[src/rtl/vedic_mul8_seq_if.sv]
// rtl/vedic_mul8_seq_if.sv - request, nibble-multiplier and result signals of vedic_mul8_seq
interface vedic_mul8_seq_if;
  logic        start;
  logic [7:0]  a;
  logic [7:0]  b;
  logic [3:0]  mul_a;
  logic [3:0]  mul_b;
  logic [7:0]  mul_p;
  logic        busy;
  logic        done;
  logic [15:0] product;

  modport master (
    output start, a, b, mul_p,
    input  mul_a, mul_b, busy, done, product
  );

  modport slave (
    input  start, a, b, mul_p,
    output mul_a, mul_b, busy, done, product
  );
endinterface

[src/rtl/vedic_mul8_seq.sv]
// rtl/vedic_mul8_seq.sv - 8x8 unsigned multiply built from four passes through one external 4x4 multiplier
module vedic_mul8_seq (
  input  logic               clk,
  input  logic               rst_n,
  vedic_mul8_seq_if.slave    bus
);

  typedef enum logic [2:0] {
    ST_IDLE = 3'd0,
    ST_PP0  = 3'd1,
    ST_PP1  = 3'd2,
    ST_PP2  = 3'd3,
    ST_PP3  = 3'd4
  } state_t;

  state_t      state_q, state_d;
  logic [7:0]  a_r_q, a_r_d;
  logic [7:0]  b_r_q, b_r_d;
  logic [15:0] acc_q, acc_d;
  logic [15:0] product_q, product_d;
  logic        done_q, done_d;

  logic [3:0]  mul_a_c;
  logic [3:0]  mul_b_c;
  logic [15:0] pp_ext;

  // Partial products are zero-extended before shifting so no carry is lost.
  assign pp_ext = {8'h00, bus.mul_p};

  always_ff @(posedge clk) begin
    if (!rst_n) begin
      state_q   <= ST_IDLE;
      a_r_q     <= 8'h00;
      b_r_q     <= 8'h00;
      acc_q     <= 16'h0000;
      product_q <= 16'h0000;
      done_q    <= 1'b0;
    end else begin
      state_q   <= state_d;
      a_r_q     <= a_r_d;
      b_r_q     <= b_r_d;
      acc_q     <= acc_d;
      product_q <= product_d;
      done_q    <= done_d;
    end
  end

  always_comb begin
    state_d   = state_q;
    a_r_d     = a_r_q;
    b_r_d     = b_r_q;
    acc_d     = acc_q;
    product_d = product_q;
    done_d    = 1'b0;
    mul_a_c   = 4'h0;
    mul_b_c   = 4'h0;

    case (state_q)
      ST_IDLE: begin
        if (bus.start) begin
          a_r_d   = bus.a;
          b_r_d   = bus.b;
          acc_d   = 16'h0000;
          state_d = ST_PP0;
        end
      end
      ST_PP0: begin
        mul_a_c = a_r_q[3:0];
        mul_b_c = b_r_q[3:0];
        acc_d   = acc_q + pp_ext;
        state_d = ST_PP1;
      end
      ST_PP1: begin
        mul_a_c = a_r_q[3:0];
        mul_b_c = b_r_q[7:4];
        acc_d   = acc_q + (pp_ext << 4);
        state_d = ST_PP2;
      end
      ST_PP2: begin
        mul_a_c = a_r_q[7:4];
        mul_b_c = b_r_q[3:0];
        acc_d   = acc_q + (pp_ext << 4);
        state_d = ST_PP3;
      end
      ST_PP3: begin
        // Final high-nibble term goes straight into the result register.
        mul_a_c   = a_r_q[7:4];
        mul_b_c   = b_r_q[7:4];
        product_d = acc_q + (pp_ext << 8);
        done_d    = 1'b1;
        state_d   = ST_IDLE;
      end
      default: begin
        state_d = ST_IDLE;
      end
    endcase
  end

  assign bus.mul_a   = mul_a_c;
  assign bus.mul_b   = mul_b_c;
  assign bus.busy    = (state_q != ST_IDLE);
  assign bus.done    = done_q;
  assign bus.product = product_q;

endmodule
[src/flat_wrapper.sv]
// flat-port wrapper written by rule: the top's interface ports become plain ports
module vedic_mul8_seq_flat 
  (clk, rst_n, bus_start, bus_a, bus_b, bus_mul_p, bus_mul_a, bus_mul_b, bus_busy, bus_done, bus_product);
  vedic_mul8_seq_if bus_i ();
  input  logic clk;
  input  logic rst_n;
  input wire logic [$bits(bus_i.start)-1:0] bus_start;
  input wire logic [$bits(bus_i.a)-1:0] bus_a;
  input wire logic [$bits(bus_i.b)-1:0] bus_b;
  input wire logic [$bits(bus_i.mul_p)-1:0] bus_mul_p;
  output wire logic [$bits(bus_i.mul_a)-1:0] bus_mul_a;
  output wire logic [$bits(bus_i.mul_b)-1:0] bus_mul_b;
  output wire logic [$bits(bus_i.busy)-1:0] bus_busy;
  output wire logic [$bits(bus_i.done)-1:0] bus_done;
  output wire logic [$bits(bus_i.product)-1:0] bus_product;
  assign bus_i.start = bus_start;
  assign bus_i.a = bus_a;
  assign bus_i.b = bus_b;
  assign bus_i.mul_p = bus_mul_p;
  assign bus_mul_a = bus_i.mul_a;
  assign bus_mul_b = bus_i.mul_b;
  assign bus_busy = bus_i.busy;
  assign bus_done = bus_i.done;
  assign bus_product = bus_i.product;
  vedic_mul8_seq u_core (.clk(clk), .rst_n(rst_n), .bus(bus_i));
endmodule
[config.mk]
export PLATFORM = sky130hd
export DESIGN_NAME = vedic_mul8_seq_flat
export DESIGN_NICKNAME = d
export VERILOG_FILES = /design/src/rtl/vedic_mul8_seq_if.sv /design/src/rtl/vedic_mul8_seq.sv /design/src/flat_wrapper.sv
export SDC_FILE = /design/constraint.sdc
export NUM_CORES = 1
export LEC_CHECK = 0
export CAP_MARGIN = 10
export CORE_ASPECT_RATIO = 0.8
export CORE_MARGIN = 5
export CORE_UTILIZATION = 23
export DETAILED_ROUTE_END_ITERATION = 8
export GPL_TIMING_DRIVEN = 0
export PLACE_DENSITY = 0.43
export SKIP_LAST_GASP = 1
export SYNTH_ARGS = -nofsm -noshare
export SYNTH_HDL_FRONTEND = slang
export SYNTH_SLANG_ARGS = --single-unit
[constraint.sdc]
create_clock -name clk -period 4.2 [get_ports clk]
set_input_delay 0.63 -clock clk [delete_from_list [all_inputs] [get_ports clk]]
set_output_delay 0.63 -clock clk [all_outputs]
set_load 0.01 [all_outputs]
# [After elaboration in Yosys (flattened, before gate mapping)]
# Index checks and enable logic that the tools add are counted.
[totals] out_inout_bits=26 register_bits=52 inputBits=27 word_cells=31
[classes] muxes=7 n_reduce_logical=10 n_eq_ne=5 add_sub_neg=3
[op_table] operator="case mux 16 bit (3 select lines)" count=1
[op_table] operator="adder 16 x 12 -> 16 bit" count=1
[op_table] operator="adder 16 bit" count=1
[op_table] operator="adder 16 x 8 -> 16 bit" count=1
[op_table] operator="two-way mux 16 bit" count=1
[op_table] operator="case mux 4 bit (2 select lines)" count=2
[op_table] operator="case mux 3 bit (4 select lines)" count=1
[op_table] operator="OR reduction 2 bit" count=5
[op_table] operator="equality test 3 x 2 -> 1 bit (second input constant)" count=2
[op_table] operator="nonzero test 3 bit" count=2
[op_table] operator="AND reduction 2 bit" count=2
[op_table] operator="equality test 3 x 1 -> 1 bit (second input constant)" count=1
[op_table] operator="equality test 3 bit (second input constant)" count=1
[op_table] operator="zero test 3 bit" count=1
[op_table] operator="two-way mux 3 bit" count=1
[op_table] operator="!= test 2 bit (second input constant)" count=1
[op_table] operator="two-way mux 1 bit" count=1

# [Logic depth before layout (Yosys ltp)]
[depth] word_depth=4 mapped_depth=9 depth_no_buf=9

# [Worst setup path before layout]
# No wires, ideal clock.
[synth_timing] kind="input -> register" start="input bus_mul_p[0]" end="register u_core.acc_q[12]" t_arrival_ns=2.245 path_slack_ns=1.859 path_buffers=0 required_ns=4.105 setup_time_ns=0.095 stages=8 path_cell_list="ha_1 fa_1 a211oi_1 o21bai_1 a21oi_1 o21a_1 nand2_1 a221oi_1"
[synth_between] elab_chain_len=2 elab_cells_between_ends=3 cone_classes="2 x add/sub; 1 x mux"
[synth_rtl] element="start, declared" line_no="flat_wrapper.sv:10" rtl="input wire logic [$bits(bus_i.mul_p)-1:0] bus_mul_p;"
[synth_rtl] element="adder 16 x 12 -> 16 bit / adder 16 x 8 -> 16 bit (equally long branches)" line_no="vedic_mul8_seq.sv:76, vedic_mul8_seq.sv:82, vedic_mul8_seq.sv:70"
[synth_rtl] element="case mux 16 bit (3 select lines) (*)" line_no="vedic_mul8_seq.sv:58" rtl="case (state_q)"
[synth_rtl] element="end signal, assigned" line_no="vedic_mul8_seq.sv:35" rtl="acc_q <= 16'h0000;"
[synth_rtl] element="end signal, assigned" line_no="vedic_mul8_seq.sv:42" rtl="acc_q <= acc_d;"
[synth_rtl] element="end, declared" line_no="vedic_mul8_seq.sv:19" rtl="logic [15:0] acc_q, acc_d;"
# Every way passes the cells marked *; elsewhere a longest branch is shown, timed or not.
# A chain may end at the register's enable or synchronous reset.

# [Worst setup path after layout]
[layout_timing] start="register u_core.state_q[0]" end="output bus_mul_a[2]"
[layout_between] elab_chain_len=3 elab_cells_between_ends=7 cone_classes="4 x eq/ne; 1 x mux; 2 x reduce/logical"
[layout_rtl] element="start, declared" line_no="vedic_mul8_seq.sv:16" rtl="state_t state_q, state_d;"
[layout_rtl] element="start signal, assigned" line_no="vedic_mul8_seq.sv:39" rtl="state_q <= state_d;"
[layout_rtl] element="equality test 3 bit (tied with other cells)" line_no="vedic_mul8_seq.sv:58"
[layout_rtl] element="OR reduction 2 bit (no line)"
[layout_rtl] element="case mux 4 bit (2 select lines) (*)" line_no="vedic_mul8_seq.sv:58"
[layout_rtl] element="end, declared" line_no="flat_wrapper.sv:11" rtl="output wire logic [$bits(bus_i.mul_a)-1:0] bus_mul_a;"
# Marks and branches as above.

==> metrics <==
status finished, final reports clean; IO Count 53; CTS Hold Buffers Added 0; Crit Path Max Fanout 10; worst slack, placed 903 ps; grt ovf 0; footprint of the multi-input gates 1960 sq um; Horiz. Die Dim 141 um; dpl hpwl 7940 um; Die ar. 16100 sq um; Crit path largest cell delay 600 ps; register area share after synthesis 33.2%; Leak 1.43 nW; CP Launch Type flop; H-Tree Depth 2; Worst Path Arrival 2630 ps; Final ANT Viol Nets 0; CTS tree done; initial antenna violation count 0; Cells after DPL 644; sink of the worst hold path u_core.bus.product[0]$_SDFFE_PN0P_; hold wc startpoint u_core.bus.product[0]$_SDFFE_PN0P_; Via Count 3134; CTS root buf clkbuf_16; R2R Path End u_core.acc_q[12]$_SDFFE_PN0P_; Worst path slowest cell clkdlybuf4s50_1; Worst R2R Start u_core.acc_q[4]$_SDFFE_PN0P_; most frequent cell on the critical path clkbuf_1; Register Area 1040 sq um; First DRT Iteration DRCs 160; post-synthesis cell type count 49; CTS sink cnt 52; commonest non-fill, non-tap cell in the layout nand2_1; Post-Syn Nets 466; core area 13500 sq um; critical path class flop to primary output; Register-to-Register Path Depth 8; Post-Synthesis Cells 413; DR pass1 iterations 5; final core utilization 29.9%; commonest non-fill, non-tap cells in the layout 95 x nand2_1, 52 x dfxtp_1, 51 x clkdlybuf4s50_1; WL/cell 15.6 um; ANT cells 0; Slew Limit Fails 0; Area Overhead vs Synth 28.3%; post-CTS setup buffer count 0; Max-Cap Viols 0; final WL 10200 um; final period utilization 77.6%; critical-path cell list clkbuf_1 > nor2_1 > clkbuf_1 > nand2_1 > o21ai_0 > clkdlybuf4s50_1; Worst Skew 8.80 ps; final net count 524; sum of negative setup slack 0 ps; largest net degree at the start of global routing 19; Final Setup Violations 0; number of synthesized register bits 52; CTS Buf Count 5; Hold Path Stages 2; P per Cell Area 354 nW/um^2; worst min-delay path class flop to flop; max_slew headroom 53.7%; worst setup slack after layout 941 ps; vias in the first global route 3016; clock slew at reported path FFs 80 ps; Synth Warn # 0; post-CTS sizing 0; # port buffers 51; first-pass GRT wire length 15800 um; Skew-Pair Late Insertion Delay 300 ps; synthesized cell area 3140 sq um; fin crit period 3260 ps; critical path data required time 3570 ps; count of final hold-check violations 0; worst-margin pin slew 694 ps; Worst Setup SP u_core.state_q[0]$_SDFFE_PN0P_; mean number of vias per cell 4.81; Max clock buf depth 2; Post-synth EDFFs 0; CP Capture Type primary output; ys async rst share 0%; layout cells sized above 1 2.97%; post-route insts no fill 652; effective utilization at floorplan 23.3%; fillers 1469; maximum clock rate 0.307 GHz; GR Util All Layers 12.5%; die span in y 114 um; RSZ-0062 raised after global routing no; DRC errors left 0; Syn Area/Cell 7.60 sq um; standard-cell row count 38; Top FF cell, synth dfxtp_1; GPL Wtd Cong 0.827; worst vdd ir 0.171 mV; R2R Setup Slk 1820 ps
[report_power, final]
group	leakage, nW	internal (mW)	switching [mW]
sequential	0.423	0.528	0.0381
clock	0.0748	0.227	0.210
combinational	0.930	0.171	0.253
[synthesized netlist by cell type (2+ instances only)]
library cell,number,area [sq um]
dfxtp_1,52,1040
a22oi_1,4,30.0
nor2b_1,4,25.0
nand3_1,8,40.0
nor3b_1,2,15.0
a21oi_1,50,250
o221ai_1,2,17.5
or2_2,2,12.5
xnor2_1,10,87.6
nand4_1,2,12.5
o211ai_1,6,45.0
inv_1,16,60.1
o21a_1,5,37.5
a211oi_1,4,30.0
a221oi_1,3,26.3
o22ai_1,4,25.0
nor3_1,5,25.0
nor4_1,3,18.8
clkbuf_1,19,71.3
and2_1,3,18.8
xor2_1,7,61.3
a41oi_1,3,26.3
nand2b_1,6,37.5
nand2_1,95,357
a31oi_1,4,25.0
o41ai_1,2,17.5
a21o_1,3,22.5
ha_1,23,288
fa_1,3,60.1
or4_1,3,22.5
o21ai_0,25,125
nor2_1,18,67.6
[per-layer routing]
metal	share of wire (%)	track usage [%]
met1	50	17.3
met2	43	19.7
met3	5.5	3.09
met4	1.3	2.91
met5	0	0
[kinds of logic (layout without fill, tap and decap cells)]
family                   after synthesis  count (layout)  synth area share [%]
AND/OR/NAND/NOR                      154             154                  21.5
AO/OA/AOI/OAI                        127             127                  25.1
flip-flops                            52              52                  33.2
buffers and inverters                 37              96                  4.46
adder cells (fa/ha/maj)               26              26                  11.1
XOR/XNOR                              17              17                  4.74
[critical path, delay by kind of cell, from the launching register on]
kind	cells	cell delay [ps]
AO/OA/AOI/OAI	1	130
AND/OR/NAND/NOR	2	520
buffers and inverters	3	1320
flip-flops	1	350
[final cells by class]
cell class / count / area share (%)
multi-input combinational: 324 / 48.6
sequential: 52 / 25.9
timing repair buffer: 51 / 12.7
tap: 180 / 5.59
clock buffer: 5 / 3.11
buffer: 21 / 1.99
inverter: 16 / 1.49
clock inverter: 3 / 0.653
[sequential cells by signal, summed over array words and instances, names as in the netlist]
register            count
u_core.bus.done         1
u_core.acc_q           16
u_core.a_r_q            8
u_core.state_q          3
u_core.bus.product     16
u_core.b_r_q            8
[worst max path at each step]
stage	to	slack, ps	cells after the start
after floorplan	u_core.acc_q[12]$_SDFFE_PN0P_	1860	8
after CTS	bus_mul_a[2]	900	6
after global placement	u_core.acc_q[8]$_SDFFE_PN0P_	870	9
after global routing	bus_mul_a[3]	710	6
final	bus_mul_a[2]	940	6
after detailed placement	u_core.acc_q[8]$_SDFFE_PN0P_	900	9
[through the flow]
stage / power (mW) / hold WS [ps] / cell area, sq um
after CTS: 1.44 / 460 / 4030
final: 1.43 / 455 / 4030
after detailed placement: 1.00 / 449 / 3870
after floorplan: 0.848 / 436 / 3140
after global placement: 0.997 / 444 / 3870
after global routing: 1.52 / 484 / 4030
(Power assumes the default switching activity.)
